==> src/rtl/noc_receiver.sv <==
// NoC link terminator: filters flits by node ID, pairs split response addr/data
// flits into one record, and queues records to a valid/ready consumer.
module noc_receiver #(
  parameter int NEXTHOPWIDTH   = 3,
  parameter int DESTWIDTH      = 4,
  parameter int DATA_SRCWIDTH  = 4,
  parameter int DATA_TYPEWIDTH = 7,
  parameter int DATA_DWIDTH    = 32,
  parameter int DATA_AWIDTH    = 32,
  parameter int IO_WIDTH       = 85,
  parameter int MY_ID          = 0,
  parameter int FIFO_DEPTH     = 4
) (
  input  logic                      clk,
  input  logic                      rst,
  input  logic [IO_WIDTH-1:0]       in_flit,
  output logic                      in_ok,
  output logic                      rx_valid,
  input  logic                      rx_ready,
  output logic [DATA_TYPEWIDTH-1:0] rx_type,
  output logic [DATA_SRCWIDTH-1:0]  rx_src,
  output logic [DATA_AWIDTH-1:0]    rx_addr,
  output logic [DATA_DWIDTH-1:0]    rx_data,
  output logic                      rx_last,
  output logic                      err_pulse,
  output logic [7:0]                drop_cnt
);

  localparam int unsigned PW = (FIFO_DEPTH > 1) ? $clog2(FIFO_DEPTH) : 1;
  localparam int unsigned CW = PW + 1;
  localparam int unsigned RW = DATA_TYPEWIDTH + DATA_SRCWIDTH + DATA_AWIDTH + DATA_DWIDTH + 1;

  localparam int unsigned ADDR_LSB   = 0;
  localparam int unsigned DATA_LSB   = ADDR_LSB + DATA_AWIDTH;
  localparam int unsigned TYPE_LSB   = DATA_LSB + DATA_DWIDTH;
  localparam int unsigned SRC_LSB    = TYPE_LSB + DATA_TYPEWIDTH;
  localparam int unsigned DEST_LSB   = SRC_LSB + DATA_SRCWIDTH;
  localparam int unsigned LAST_BIT   = DEST_LSB + DESTWIDTH;
  localparam int unsigned NHOP_LSB   = LAST_BIT + 1;
  localparam int unsigned SEND_BIT   = NHOP_LSB + NEXTHOPWIDTH;
  localparam int unsigned SENDOK_BIT = SEND_BIT + 1;

  localparam logic [DATA_TYPEWIDTH-1:0] TYPE_REQUEST       = DATA_TYPEWIDTH'(0);
  localparam logic [DATA_TYPEWIDTH-1:0] TYPE_RESPONSE_ADDR = DATA_TYPEWIDTH'(1);
  localparam logic [DATA_TYPEWIDTH-1:0] TYPE_RESPONSE_DATA = DATA_TYPEWIDTH'(2);
  localparam logic [DATA_TYPEWIDTH-1:0] TYPE_C_REQ         = DATA_TYPEWIDTH'(3);
  localparam logic [DATA_TYPEWIDTH-1:0] TYPE_WRITE         = DATA_TYPEWIDTH'(4);
  localparam logic [DATA_TYPEWIDTH-1:0] TYPE_OUTSTANDING   = DATA_TYPEWIDTH'(5);

  typedef enum logic {IDLE, WAIT_DATA} state_t;

  state_t state_q, state_d;

  logic [DATA_AWIDTH-1:0]    f_addr;
  logic [DATA_DWIDTH-1:0]    f_data;
  logic [DATA_TYPEWIDTH-1:0] f_type;
  logic [DATA_SRCWIDTH-1:0]  f_src;
  logic [DESTWIDTH-1:0]      f_dest;
  logic                      f_last;
  logic                      f_send;
  logic                      unused_fields;

  assign f_addr = in_flit[ADDR_LSB +: DATA_AWIDTH];
  assign f_data = in_flit[DATA_LSB +: DATA_DWIDTH];
  assign f_type = in_flit[TYPE_LSB +: DATA_TYPEWIDTH];
  assign f_src  = in_flit[SRC_LSB +: DATA_SRCWIDTH];
  assign f_dest = in_flit[DEST_LSB +: DESTWIDTH];
  assign f_last = in_flit[LAST_BIT];
  assign f_send = in_flit[SEND_BIT];
  assign unused_fields = ^{in_flit[SENDOK_BIT], in_flit[NHOP_LSB +: NEXTHOPWIDTH]};

  logic accept, dest_ok, type_ok, src_match;
  assign accept    = f_send & in_ok;
  assign dest_ok   = (f_dest == DESTWIDTH'(MY_ID));
  assign type_ok   = (f_type <= TYPE_OUTSTANDING);

  logic [DATA_AWIDTH-1:0]   pair_addr_q;
  logic [DATA_SRCWIDTH-1:0] pair_src_q;
  assign src_match = (f_src == pair_src_q);

  logic          push, drop, err, latch;
  logic [RW-1:0] push_rec;

  // State register
  always_ff @(posedge clk or posedge rst) begin
    if (rst) state_q <= IDLE;
    else     state_q <= state_d;
  end

  // Next-state: only valid, addressed response flits move the pairing FSM
  always_comb begin
    state_d = state_q;
    if (accept && dest_ok && type_ok) begin
      if (f_type == TYPE_RESPONSE_ADDR) begin
        state_d = WAIT_DATA;
      end else if (f_type == TYPE_RESPONSE_DATA && state_q == WAIT_DATA && src_match) begin
        state_d = IDLE;
      end
    end
  end

  // Per-flit decode: push / drop / error / pair-latch strobes
  always_comb begin
    push     = 1'b0;
    drop     = 1'b0;
    err      = 1'b0;
    latch    = 1'b0;
    push_rec = {f_type, f_src, f_addr, f_data, f_last};
    if (accept) begin
      if (!dest_ok) begin
        drop = 1'b1;
      end else if (!type_ok) begin
        drop = 1'b1;
        err  = 1'b1;
      end else begin
        case (f_type)
          TYPE_REQUEST, TYPE_C_REQ, TYPE_WRITE, TYPE_OUTSTANDING: push = 1'b1;
          TYPE_RESPONSE_ADDR: begin
            latch = 1'b1;
            if (state_q == WAIT_DATA) begin
              drop = 1'b1;
              err  = 1'b1;
            end
          end
          TYPE_RESPONSE_DATA: begin
            if (state_q == WAIT_DATA && src_match) begin
              push     = 1'b1;
              push_rec = {TYPE_RESPONSE_DATA, f_src, pair_addr_q, f_data, f_last};
            end else begin
              drop = 1'b1;
              err  = 1'b1;
            end
          end
          default: begin
            drop = 1'b1;
            err  = 1'b1;
          end
        endcase
      end
    end
  end

  // Pair registers, drop counter and error pulse
  always_ff @(posedge clk or posedge rst) begin
    if (rst) begin
      pair_addr_q <= '0;
      pair_src_q  <= '0;
      drop_cnt    <= '0;
      err_pulse   <= 1'b0;
    end else begin
      if (latch) begin
        pair_addr_q <= f_addr;
        pair_src_q  <= f_src;
      end
      if (drop && drop_cnt != 8'hFF) drop_cnt <= drop_cnt + 8'd1;
      err_pulse <= err;
    end
  end

  logic [RW-1:0] mem [FIFO_DEPTH];
  logic [PW-1:0] wr_ptr_q, rd_ptr_q, rd_ptr_d;
  logic [CW-1:0] count_q, count_d;
  logic [RW-1:0] head_q, head_d;
  logic          pop;

  assign pop = rx_valid & rx_ready;

  // Next head is the pushed record only when it lands in an otherwise empty queue
  always_comb begin
    count_d  = count_q + CW'(push) - CW'(pop);
    rd_ptr_d = pop ? rd_ptr_q + PW'(1) : rd_ptr_q;
    head_d   = (push && wr_ptr_q == rd_ptr_d) ? push_rec : mem[rd_ptr_d];
  end

  always_ff @(posedge clk) begin
    if (push) mem[wr_ptr_q] <= push_rec;
  end

  always_ff @(posedge clk or posedge rst) begin
    if (rst) begin
      wr_ptr_q <= '0;
      rd_ptr_q <= '0;
      count_q  <= '0;
      head_q   <= '0;
      rx_valid <= 1'b0;
      in_ok    <= 1'b1;
    end else begin
      if (push) wr_ptr_q <= wr_ptr_q + PW'(1);
      rd_ptr_q <= rd_ptr_d;
      count_q  <= count_d;
      head_q   <= head_d;
      rx_valid <= (count_d != '0);
      in_ok    <= (count_d < CW'(FIFO_DEPTH));
    end
  end

  assign {rx_type, rx_src, rx_addr, rx_data, rx_last} = head_q;

endmodule
==> config.mk <==
export PLATFORM = sky130hd
export DESIGN_NAME = noc_receiver
export DESIGN_NICKNAME = d
export VERILOG_FILES = /design/src/rtl/noc_receiver.sv
export SDC_FILE = /design/constraint.sdc
export NUM_CORES = 1
export LEC_CHECK = 0
export CORE_MARGIN = 5
export CORE_UTILIZATION = 35
export DETAILED_ROUTE_END_ITERATION = 12
export SYNTH_ARGS = -nofsm -noshare
export SYNTH_HDL_FRONTEND = slang
export SYNTH_SLANG_ARGS = --single-unit
==> constraint.sdc <==
create_clock -name clk -period 11.6 [get_ports clk]
set_clock_uncertainty 0.2 [all_clocks]
set_input_delay 1.16 -clock clk [delete_from_list [all_inputs] [get_ports clk]]
set_output_delay 1.16 -clock clk [all_outputs]
set_load 0.05 [all_outputs]
==> results of run 1 <==
worst max-delay path, stage by stage:
cell and delay, ns:
sky130_fd_sc_hd__clkdlybuf4s50_1 0.53, sky130_fd_sc_hd__xnor2_1 0.32, sky130_fd_sc_hd__nand3_1 0.22, sky130_fd_sc_hd__o21ai_0 0.33
sky130_fd_sc_hd__and3_1 0.37, sky130_fd_sc_hd__and2_4 0.57, sky130_fd_sc_hd__buf_4 0.69
power groups by stage:
stage | registers, mW | logic, mW | clock network, mW
final | 1.91 | 1.84 | 1.40
after global placement | 1.94 | 1.87 | 0
after CTS | 1.92 | 1.89 | 1.45
after floorplan | 2.46 | 0.803 | 0
after global routing | 1.93 | 1.96 | 1.51
after detailed placement | 1.94 | 1.88 | 0
registers in the layout (all words and copies together), names as in the netlist:
register	cells
pair_addr_q	32
wr_ptr_q	2
count_q	3
pair_src_q	4
drop_cnt	8
state_q	1
mem	304
rd_ptr_q	2
rx_valid	1
head_q	76
err_pulse	1
in_ok	1
layout by cell type, fill, tap and decap left out, types with 13 or more instances in the layout:
cell	count
sky130_fd_sc_hd__mux2_4	65
sky130_fd_sc_hd__clkbuf_1	20
sky130_fd_sc_hd__buf_4	13
sky130_fd_sc_hd__clkbuf_16	49
sky130_fd_sc_hd__mux2_2	73
sky130_fd_sc_hd__inv_1	13
sky130_fd_sc_hd__edfxtp_1	304
sky130_fd_sc_hd__dfrtp_1	130
sky130_fd_sc_hd__mux4_2	76
sky130_fd_sc_hd__clkdlybuf4s50_1	170
through the flow:
stage	setup slack [ns]	instance area (um2)	util
after global placement	6.631	19280	0.4038
after floorplan	6.744	16900	-
after CTS	7.251	20730	0.4342
after detailed placement	6.662	19280	0.4038
final	7.280	20730	0.4342
after global routing	7.031	20730	0.4342
worst max path at each step:
stage | startpoint | endpoint | slack [ns] | cells after the start
2_1_floorplan | rst | count_q[0] | 6.74 | 1
3_3_place_gp | in_flit[73] | mem[0][7] | 6.63 | 7
3_5_place_dp | in_flit[73] | mem[0][9] | 6.66 | 7
4_1_cts | in_flit[73] | mem[1][74] | 7.25 | 7
5_1_grt | in_flit[73] | mem[1][16] | 7.03 | 7
6_report | in_flit[73] | mem[1][17] | 7.28 | 7
layout make-up:
| type | count | area, um2 | area share |
|---|---|---|---|
| Clock inverter | 12 | 67.56 | 0.003259 |
| Clock buffer | 75 | 1384 | 0.06676 |
| Multi-Input combinational cell | 294 | 4244 | 0.2047 |
| Inverter | 14 | 57.56 | 0.002776 |
| Timing Repair Buffer | 183 | 1799 | 0.08679 |
| Tap cell | 615 | 769.5 | 0.03712 |
| Sequential cell | 435 | 12410 | 0.5986 |
layer usage:
metal  track usage  up-vias  part of all wire
met1        0.1723     4209              0.44
met2        0.2214      134              0.50
met4       0.04315        2             0.021
met3       0.02689       56             0.041
met5             0        -           0.00038
li1              -     3473                 -
cells by family after synthesis:
family / Yosys count
simple gates: 37
buf+inv: 53
compound gates: 14
mux: 217
flops: 435
xor+xnor: 18
fa+ha+maj: 8
==> results list, run 1 <==
* Setup tns final: 0 ns
* Synthesis Warnings: 0
* Clk root buf: sky130_fd_sc_hd__clkbuf_16
- Synth Area in Adders: 0.006369
- Overall power of the completed layout: 5.154 mW
- In this run the critical register-to-register path is captured at mem[1][17].
- Die span in x: 229.7 um
- Part of the power in the clock network: 0.271
* Worst slack on hold paths: 0.2879 ns
- Internal Pwr Total: 3.476 mW
- Growth of design area from synthesis to finish: 22.70%
- Number of standard cells in the final layout excluding fillers: 1628
- Diodes inserted: 0
* # placed instances: 1541
* Critical Path AT: 4.30 ns
- Of the total power, the share spent switching nets is 0.3256.
- Maximum vdd drop: 0.1878 mV
- RD Place Congestion: 0.6960
- The share of the Yosys chip area taken by registers is 0.7344.
- Number of synthesized register bits: 435
- After legalization and detailed placement, the total HPWL measured 19040 um.
- Antenna Nets Post-Route: 0
- Post-CTS Setup Bufs: 0
- TritonCTS built the clock tree.
* Sort of element at the end of the critical path: flip-flop
- For this block, the routed nets add up to 34230 um of wire.
- Summing over every cut layer, the via total after detailed routing is 7874.
- Post-detailed-route via-to-cell ratio: 4.837
* Initial core utilization: 0.3539
- Most instantiated flip-flop cell in the synthesis netlist: sky130_fd_sc_hd__edfxtp_1
- Hold-fix buffer count after cts: 0
- Worst hold path depth: 1
- Setup repair after global routing missed its margin: false
- Number of synthesized flops with an enable pin: 304
- In the global route stage, overall resource usage came out at 0.1315.
- Number of search-and-repair iterations in the first detailed-routing pass: 4
* Worst Max-Slew Pin Slew: 0.9621 ns
* First-pass GRT wire length: 53620 um
- After synthesis, the share of cell area in mux cells is 0.2097.
- Measured in cells, the most critical reg-to-reg path has a length of 6.
* Library cell with the highest instance count after synthesis: sky130_fd_sc_hd__edfxtp_1
- Max frequency: 231.5 MHz
- During I/O placement, the number of pins put on the boundary was 175.
- Required time at the worst-slack endpoint: 11.58 ns
* Maximum root-to-sink buffer count: 3
- Gate Count Post-Synth: 782
- The floorplan step defined a core boundary enclosing 0.04775 mm2.
- Total die area: 0.05276 mm2
- The synthesized netlist contains 42 unique library cells.
- Yosys attributes the largest share of cell area to sky130_fd_sc_hd__edfxtp_1 54%, sky130_fd_sc_hd__dfrtp_1 19%, sky130_fd_sc_hd__mux4_2 10%, sky130_fd_sc_hd__mux2_4 5.8%, sky130_fd_sc_hd__mux2_2 4.9%.
- In this run the power density over the cells is 248.6 mW/mm2.
- DIE HEIGHT: 229.7 um
- Start point of the worst hold path: drop_cnt[7]
- Of all flip-flops after synthesis, the portion carrying an async set or reset was 0.3011.
- Number of endpoints with negative hold slack in the final report: 0
- Number of buffers created by CTS: 47
* Power dissipated by switching net loads: 1.678 mW
- Net count of the mapped netlist: 878
- Antenna violations before repair: 1
* GRT overflow: 0
- Share of post-route cells with drive strength above 1: 0.3040
* Crit share post-route: 0.3724
- sky130_fd_sc_hd__edfxtp_1 takes more of the synthesized area than any other cell.
* Average size of a mapped cell: 21.60 um2
* Maximum fanout along the worst path: 42
* Clk sink count: 435
- Number of pins exceeding their max-slew limit in the final report: 0
- After synthesis, the largest family of logic cells by area is multiplexers.
- The path with the worst hold slack has its endpoint at drop_cnt[7].
* Pin count of the biggest net entering global routing: 85
- Clock transition at the register clock pins on the worst setup and hold paths after CTS: 0.05 ns
- Of the total power, combinational logic draws 0.358.
- The tightest min-delay check is of the flip-flop to flip-flop type.
- Path type of the worst setup path: input port to flip-flop
- Counting the fill cells in the layout gives 4126.
- Standby leakage power: 7.493 nW
- Post-synthesis share of cell area spent on and, or, nand and nor gates: 0.01689
* Critical path launch point type: input port
* I/O Buffers: 170
* Worst reg2reg setup slack: 8.08 ns
- Detailed router's first-iteration violation count: 340
- Post-detailed-route DRC marker count: 0
- Xor/xnor cell area share of the yosys netlist: 0.01022
- Most frequent cells after synthesis: 304 x sky130_fd_sc_hd__edfxtp_1, 130 x sky130_fd_sc_hd__dfrtp_1, 76 x sky130_fd_sc_hd__mux4_2, 73 x sky130_fd_sc_hd__mux2_2, 65 x sky130_fd_sc_hd__mux2_4
- The share of the synthesized area in compound gates (AO/OA/AOI/OAI) came to 0.005776.
* Floorplan row count: 80
* Final setup vio count: 0
- Source of the worst register-to-register timing path: pair_src_q[2]
- Total standard cell area after synthesis: 0.01689 mm2
- The number of gates resized after CTS was 0.
- Counting I/O delays and the setup requirement, the final critical path takes 4.320 ns.
* Top cell type's share of synthesized area: 0.5403
- Max_slew headroom: 0.3559
- The run finished with clean final reports.
- Fin nets: 1071
- Number of H-tree levels: 2
- The number of global-route vias before repair came to 8860.
* Max-cap violation count: 0
- Flop pwr share: 0.371
- Insertion delay of the later-clocked pin in the worst-skew pair: 0.56 ns
- Post-detailed-route wirelength per cell: 21.03 um
Power figures use the tool's default switching activity.
==> run 2: changes to the inputs <==
Clock period 11.6 ns to 4.5 ns, I/O delays scaled along.
==> run 2 against run 1 <==
Net effect: routed wire length is 0.70% higher; sequential share of layout area shrank 0.77 points; critical path depth rose by 5; first-iteration DRC count up 33%; global-route usage about the same; clock power rose to 2.8 times the previous value; cell area grew 1.3%; core utilization grew 0.57 points; sequential cell count unchanged; die area stayed put; register-to-register slack lost 6.7 ns; worst setup slack got worse by 6.0 ns.
==> results list, run 2 (same netlist as run 1, synthesis figures left out) <==
* Maximum fanout along the worst path: 7
- Dividing the detail-routed wire length by the instance count gives 21.16 um.
* DIE HEIGHT: 229.7 um
- Run status: finished, final reports clean
* Number of search-and-repair iterations in the first detailed-routing pass: 4
- Antenna violations before repair: 2
- Clock tree from TritonCTS: done
- Clk root buf: sky130_fd_sc_hd__clkbuf_16
- During I/O placement, the number of pins put on the boundary was 175.
- Final design utilization: 0.4399
- Required time at the worst-slack endpoint: 4.74 ns
* Critical path launch point type: input port
- Overall power of the completed layout: 13.66 mW
- Routed via count: 7839
* Top Registers: mem x304, head_q x76, pair_addr_q x32
- Post-route worst setup slack: 1.255 ns
- In this run, CTS created clock tree buffers numbering 48.
- After detailed routing, the number of remaining DRC violations is 0.
* Crit share post-route: 0.7212
- The first routing iteration left 452 violations.
* Clk sink count: 435
* Post-route cell area: 0.02100 mm2
* Max frequency: 308.1 MHz
- The register with the most flip-flops in the layout has 304 of them.
* Final setup vio count: 0
- The final layout contains 1073 nets.
- Path type of the worst setup path: input port to flip-flop
- After floorplanning, the core was divided into 80 placement rows.
- Detailed placement HPWL: 18810 um
- Once the clock tree was built, the setup fixing pass inserted 0 buffers.
- Number of endpoints with negative hold slack in the final report: 0
* Commonest non-fill, non-tap cell in the layout: sky130_fd_sc_hd__edfxtp_1
- Setup tns final: 0 ns
- Largest reg by FF count: mem
- The finished layout holds 1629 standard cells, fillers aside.
* # placed instances: 1542
- GRT overflow: 0
* Total die area: 0.05276 mm2
* Minimum clock period: 3.245 ns
* Vias in the first global route: 8706
* Max-cap violation count: 0
- Dpl cell area: 0.01941 mm2
- In this run the tightest slew margin relative to its limit is 0.3956.
* Maximum vdd drop: 0.3994 mV
- Setup repair after global routing missed its margin: false
- For this configuration, the core starts out at a cell density of 0.3539.
- For the pin with the worst max-slew slack, the measured transition is 0.9067 ns.
- Entering global routing, the biggest net connects 89 pins.
* Antenna Nets Post-Route: 0
* Growth of design area from synthesis to finish: 24.31%
- In this run the static leakage power is 7.596 nW.
- Traced cell by cell, the critical path runs through clkdlybuf4s50_1 > xnor2_1 > nand3_1 > o21ai_0 > and3_1 > ha_1 > inv_1 > fa_1 > xor2_1 > xnor2_1 > inv_1 > or3_1.
- Share of post-route cells with drive strength above 1: 0.3060
- Sort of element at the end of the critical path: flip-flop
- The slowest stage of the critical path belongs to the cell sky130_fd_sc_hd__clkdlybuf4s50_1.
- Clock-pin slew was measured on the worst setup and hold paths at 0.06 ns.
- Number of pins exceeding their max-slew limit in the final report: 0
- Hold-fix buffer count after cts: 0
- The first global-routing pass estimated 53480 um of wire.
- Critical Path AT: 3.49 ns
- RD Place Congestion: 0.6907
- The H-tree was split into 2 levels.
* Maximum root-to-sink buffer count: 3
- Wirelength, routed: 34470 um
- The clock reaches the later pin of the worst-skew pair after 0.56 ns.
* GRT Resource Usage Total: 0.1317
* Worst slack on hold paths: 0.2399 ns
* Core Area: 0.04775 mm2
- Dividing total power by cell area gives a power density of 650.4 mW/mm2.
- Measured along the x axis, the die boundary spans 229.7 um.
- Count of cells resized by post-cts repair: 0
- Delay of the slowest cell on the worst path: 0.64 ns
- Minimum setup slack after placement: 0.6430 ns
- Commonest non-fill, non-tap cells in the layout: 304 x sky130_fd_sc_hd__edfxtp_1, 170 x sky130_fd_sc_hd__clkdlybuf4s50_1, 130 x sky130_fd_sc_hd__dfrtp_1, 76 x sky130_fd_sc_hd__mux4_2, 73 x sky130_fd_sc_hd__mux2_2
- Using the TritonRoute via totals, the vias-per-cell ratio works out to 4.812.
- The count of buffers added on input and output ports is 170.
- The min-delay analysis places its worst path in the category input port to async pin.
[run 2: cell count changes in the layout (fill, tap and decap cells not counted), moves of 2 or more]
| cell | change |
|---|---|
| sky130_fd_sc_hd__buf_4 | -9 |
| sky130_fd_sc_hd__clkbuf_1 | -8 |
| sky130_fd_sc_hd__clkinv_2 | -2 |
| sky130_fd_sc_hd__bufinv_16 | +7 |
| sky130_fd_sc_hd__clkinv_1 | +6 |
| sky130_fd_sc_hd__buf_12 | +10 |
| sky130_fd_sc_hd__clkbuf_8 | -4 |
[run 2: critical path, delay by kind of cell]
| family | cells | cell delay [ns] |
|---|---|---|
| and+or+nand+nor | 3 | 0.86 |
| buffers and inverters | 3 | 0.77 |
| adders and majority gates | 2 | 0.56 |
| xor gates and xnor gates | 3 | 0.52 |
| AOI/OAI and AO/OA | 1 | 0.33 |
[run 2: routing by layer]
| layer | part of all wire | track usage | up-vias |
|---|---|---|---|
| met1 | 0.43 | 0.1737 | 4123 |
| met5 | 0.00078 | 0 | - |
| met2 | 0.50 | 0.2200 | 172 |
| li1 | - | - | 3487 |
| met4 | 0.020 | 0.03624 | 4 |
| met3 | 0.051 | 0.03208 | 53 |
[run 2: power breakdown]
group          switching (mW)  internal [mW]  total (mW)
Sequential              0.209           4.73        4.94
Combinational            2.61           2.17        4.78
Clock                    1.52           2.42        3.95
[run 2: area by class of cell]
| cell class | instances | area, um2 |
|---|---|---|
| Tap cell | 615 | 769.5 |
| Multi-Input combinational cell | 294 | 4244 |
| Antenna cell | 1 | 2.502 |
| Inverter | 14 | 57.56 |
| Clock buffer | 63 | 1299 |
| Timing Repair Buffer | 184 | 1932 |
| Sequential cell | 435 | 12410 |
| Fill cell | 4110 | 26740 |
| Clock inverter | 23 | 289.0 |
[run 2: path summary, 6_finish.rpt]
| check | from | end | slack [ns] | cells past startpoint |
|---|---|---|---|---|
| min | rst | pair_addr_q[12] | 0.24 | 2 |
| min reg2reg | pair_addr_q[20] | pair_addr_q[20] | 0.30 | 1 |
| max in group asynchronous | rst | head_q[12] | 3.05 | 3 |
| max reg2reg | pair_src_q[1] | rx_valid | 1.39 | 11 |
| min in group clk | pair_addr_q[20] | pair_addr_q[20] | 0.30 | 1 |
| max | in_flit[72] | rx_valid | 1.25 | 12 |
==> run 3: changes to the inputs <==
Clock period 4.5 ns to 2.7 ns, I/O delays scaled along.
==> run 3 against run 2 <==
Net effect: non-clock buffer count up 78; first-iteration DRC count up 1.5%; critical path depth down 1; register-to-register slack worse by 1.3 ns; count of clock-buffer cells in the layout down 6; hold slack worse by 0.095 ns; cell area up 3.6%; worst setup slack worse by 1.2 ns.
==> results list, run 3 (same netlist as run 1, synthesis figures left out) <==
- The flow ran to the end, and the final reports show no timing, DRC or antenna violations.
* Number of standard cells in the final layout excluding fillers: 1706
* GRT Resource Usage Total: 0.1356
- Entering global routing, the biggest net connects 57 pins.
- Diodes inserted: 0
- Pwr/cell area: 1064 mW/mm2
* Path type of the worst setup path: flip-flop to flip-flop
* Insertion delay of the later-clocked pin in the worst-skew pair: 0.57 ns
- Number of pins exceeding their max-slew limit in the final report: 0
* Number of search-and-repair iterations in the first detailed-routing pass: 4
* Setup repair after global routing missed its margin: true
* Max frequency: 380.9 MHz
* Critical Path AT: 2.85 ns
- The worst setup path is launched from a flip-flop.
* Antenna Nets Post-Route: 0
- STA classifies the critical path endpoint as a flip-flop.
- Worst Max-Slew Pin Slew: 0.7798 ns
- Clk sink count: 435
- In this run the tool buffered the top-level ports with 170 buffer cells.
- Initial core utilization: 0.3539
* Flop pwr share: 0.357
- Number of buffers created by CTS: 46
- Power dissipated by switching net loads: 7.414 mW
* Max_slew headroom: 0.4719
- In the layout the commonest cells are 304 x sky130_fd_sc_hd__edfxtp_1, 170 x sky130_fd_sc_hd__clkdlybuf4s50_1, 129 x sky130_fd_sc_hd__dfrtp_1, 76 x sky130_fd_sc_hd__mux4_2, 73 x sky130_fd_sc_hd__mux2_2.
- The worst hold path belongs to the class input port to flip-flop.
* DIE HEIGHT: 229.7 um
- Clock tree from TritonCTS: done
- The total area inside the core boundary comes to 0.04775 mm2.
- Share of post-route cells with drive strength above 1: 0.3712
- The clock passes through at most 3 buffers.
* Number of flip-flops under the largest register name: 304
- Wirelength, routed: 35620 um
- Once placement finished, the instance area stood at 0.02011 mm2.
* Floorplan row count: 80
* Filler cells: 4057
* Number of endpoints with negative hold slack in the final report: 0
- Post-detailed-route via-to-cell ratio: 4.768
* Portion of total power attributed to combinational logic: 0.366
- Internal Pwr Total: 15.73 mW
- Maximum fanout along the worst path: 2
* Top Registers: mem x304, head_q x76, pair_addr_q x32
- In the final layout, the multi-input gates occupy 0.004318 mm2.
- Clock tree synthesis selected as its root buffer the cell sky130_fd_sc_hd__clkbuf_16.
* Post-detailed-route DRC marker count: 0
- Detailed placement ended at an HPWL of 22440 um.
* Part of the power in the clock network: 0.277
- The number of global-route vias before repair came to 9014.
- Footprint of the flip-flops and latches: 0.01241 mm2
- For this run, the share of the core covered by cells in the final layout is 0.4556.
* Largest reg by FF count: mem
- Standby leakage power: 8.016 nW
- At the end of routability-driven placement, the weighted congestion stood at 0.7535.
* Routed via count: 8135
* Post-detailed-route wirelength per cell: 20.88 um
- Antenna violations before repair: 1
- Crit share post-route: 0.9723
- First-pass GRT wire length: 55460 um
- After the last flow step, the layout net total stands at 1149.
- Worst slack on hold paths: 0.1452 ns
- Overall power of the completed layout: 23.14 mW
- Die span in x: 229.7 um
- I/O pin total: 175
* Maximum vdd drop: 0.5799 mV
* Commonest non-fill, non-tap cell in the layout: sky130_fd_sc_hd__edfxtp_1
- With fillers left out, the area of the finished cells amounts to 0.02175 mm2.
- The floorplan step defined a die boundary enclosing 0.05276 mm2.
* Switching fraction of total power: 0.3204
- Detailed router's first-iteration violation count: 459
* GRT overflow: 0
- Required time at the worst-slack endpoint: 2.93 ns
- Clock transition at the register clock pins on the worst setup and hold paths after CTS: 0.06 ns
- Growth of design area from synthesis to finish: 28.76%
* Minimum clock period: 2.625 ns
- # placed instances: 1616
* Max-cap violation count: 0
* Final setup vio count: 0
* Number of H-tree levels: 2
==> run 3: cell count changes in the layout (fill, tap and decap cells not counted), moves of 4 or more <==
cell                       delta
sky130_fd_sc_hd__xnor2_1      -4
sky130_fd_sc_hd__xnor2_2      +4
sky130_fd_sc_hd__clkbuf_1     -6
sky130_fd_sc_hd__buf_4       +68
sky130_fd_sc_hd__buf_12       +9
==> run 3: through the flow <==
stage	setup WS, ns	TNS [ns]
floorplan	-0.09171	-27.88
global placement	-0.4451	-42.71
detailed placement	-0.4802	-49.81
CTS	0.002334	0
global route	-0.02980	-0.02980
finish	0.07479	0
==> run 3: final cells by class <==
cell class,instances,share of cell area
flip-flops and latches,435,0.5706
multi-input cells,294,0.1985
inverters,14,0.002588
repair buffers,262,0.1210
well taps,615,0.03537
clock inverters,29,0.01478
clock buffers,57,0.05711
==> run 3: what timing repair did <==
| action | CTS | global route |
|---|---|---|
| setup buffers | 2 | 1 |
| setup endpoints to repair | 1 | 1 |
| pin swaps | 2 | 9 |
| hold endpoints to repair | 13 | 0 |
| gates resized for setup | 3 | 5 |
| hold buffers | 1 | 0 |
==> run 3: final timing paths <==
check / start / endpoint / slack (ns) / depth (start not counted)
max in group asynchronous: rst / head_q[22] / 1.16 / 4
hold / removal: in_flit[1] / pair_addr_q[1] / 0.15 / 2
setup / recovery: pair_src_q[3] / rx_valid / 0.07 / 11
setup reg to reg: pair_src_q[3] / rx_valid / 0.07 / 11
hold reg to reg: pair_addr_q[20] / pair_addr_q[20] / 0.30 / 1
min in group asynchronous: rst / pair_addr_q[17] / 0.44 / 3
==> run 3: power groups by stage <==
stage	clock (mW)	sequential [mW]	combinational, mW
finish	6.42	8.26	8.46
global route	6.92	8.32	9.01
CTS	6.63	8.27	8.57
detailed placement	0	8.39	8.47
global placement	0	8.41	8.49
floorplan	0	10.6	3.46
==> run 3: worst max-delay path: stages, from the launching register on <==
cell and delay (ns):
sky130_fd_sc_hd__dfrtp_1 0.40, sky130_fd_sc_hd__xnor2_2 0.17, sky130_fd_sc_hd__nand3_2 0.13, sky130_fd_sc_hd__o21ai_2 0.16
sky130_fd_sc_hd__and3_4 0.21, sky130_fd_sc_hd__ha_4 0.12, sky130_fd_sc_hd__inv_2 0.03, sky130_fd_sc_hd__fa_2 0.34
sky130_fd_sc_hd__xor2_2 0.17, sky130_fd_sc_hd__xnor2_2 0.17, sky130_fd_sc_hd__inv_1 0.07, sky130_fd_sc_hd__or3_1 0.31
==> run 3: routing by layer <==
| layer | track usage | part of all wire |
|---|---|---|
| met5 | 0 | 0.00020 |
| met2 | 0.2195 | 0.48 |
| met1 | 0.1866 | 0.45 |
| met4 | 0.03064 | 0.015 |
| met3 | 0.03491 | 0.053 |
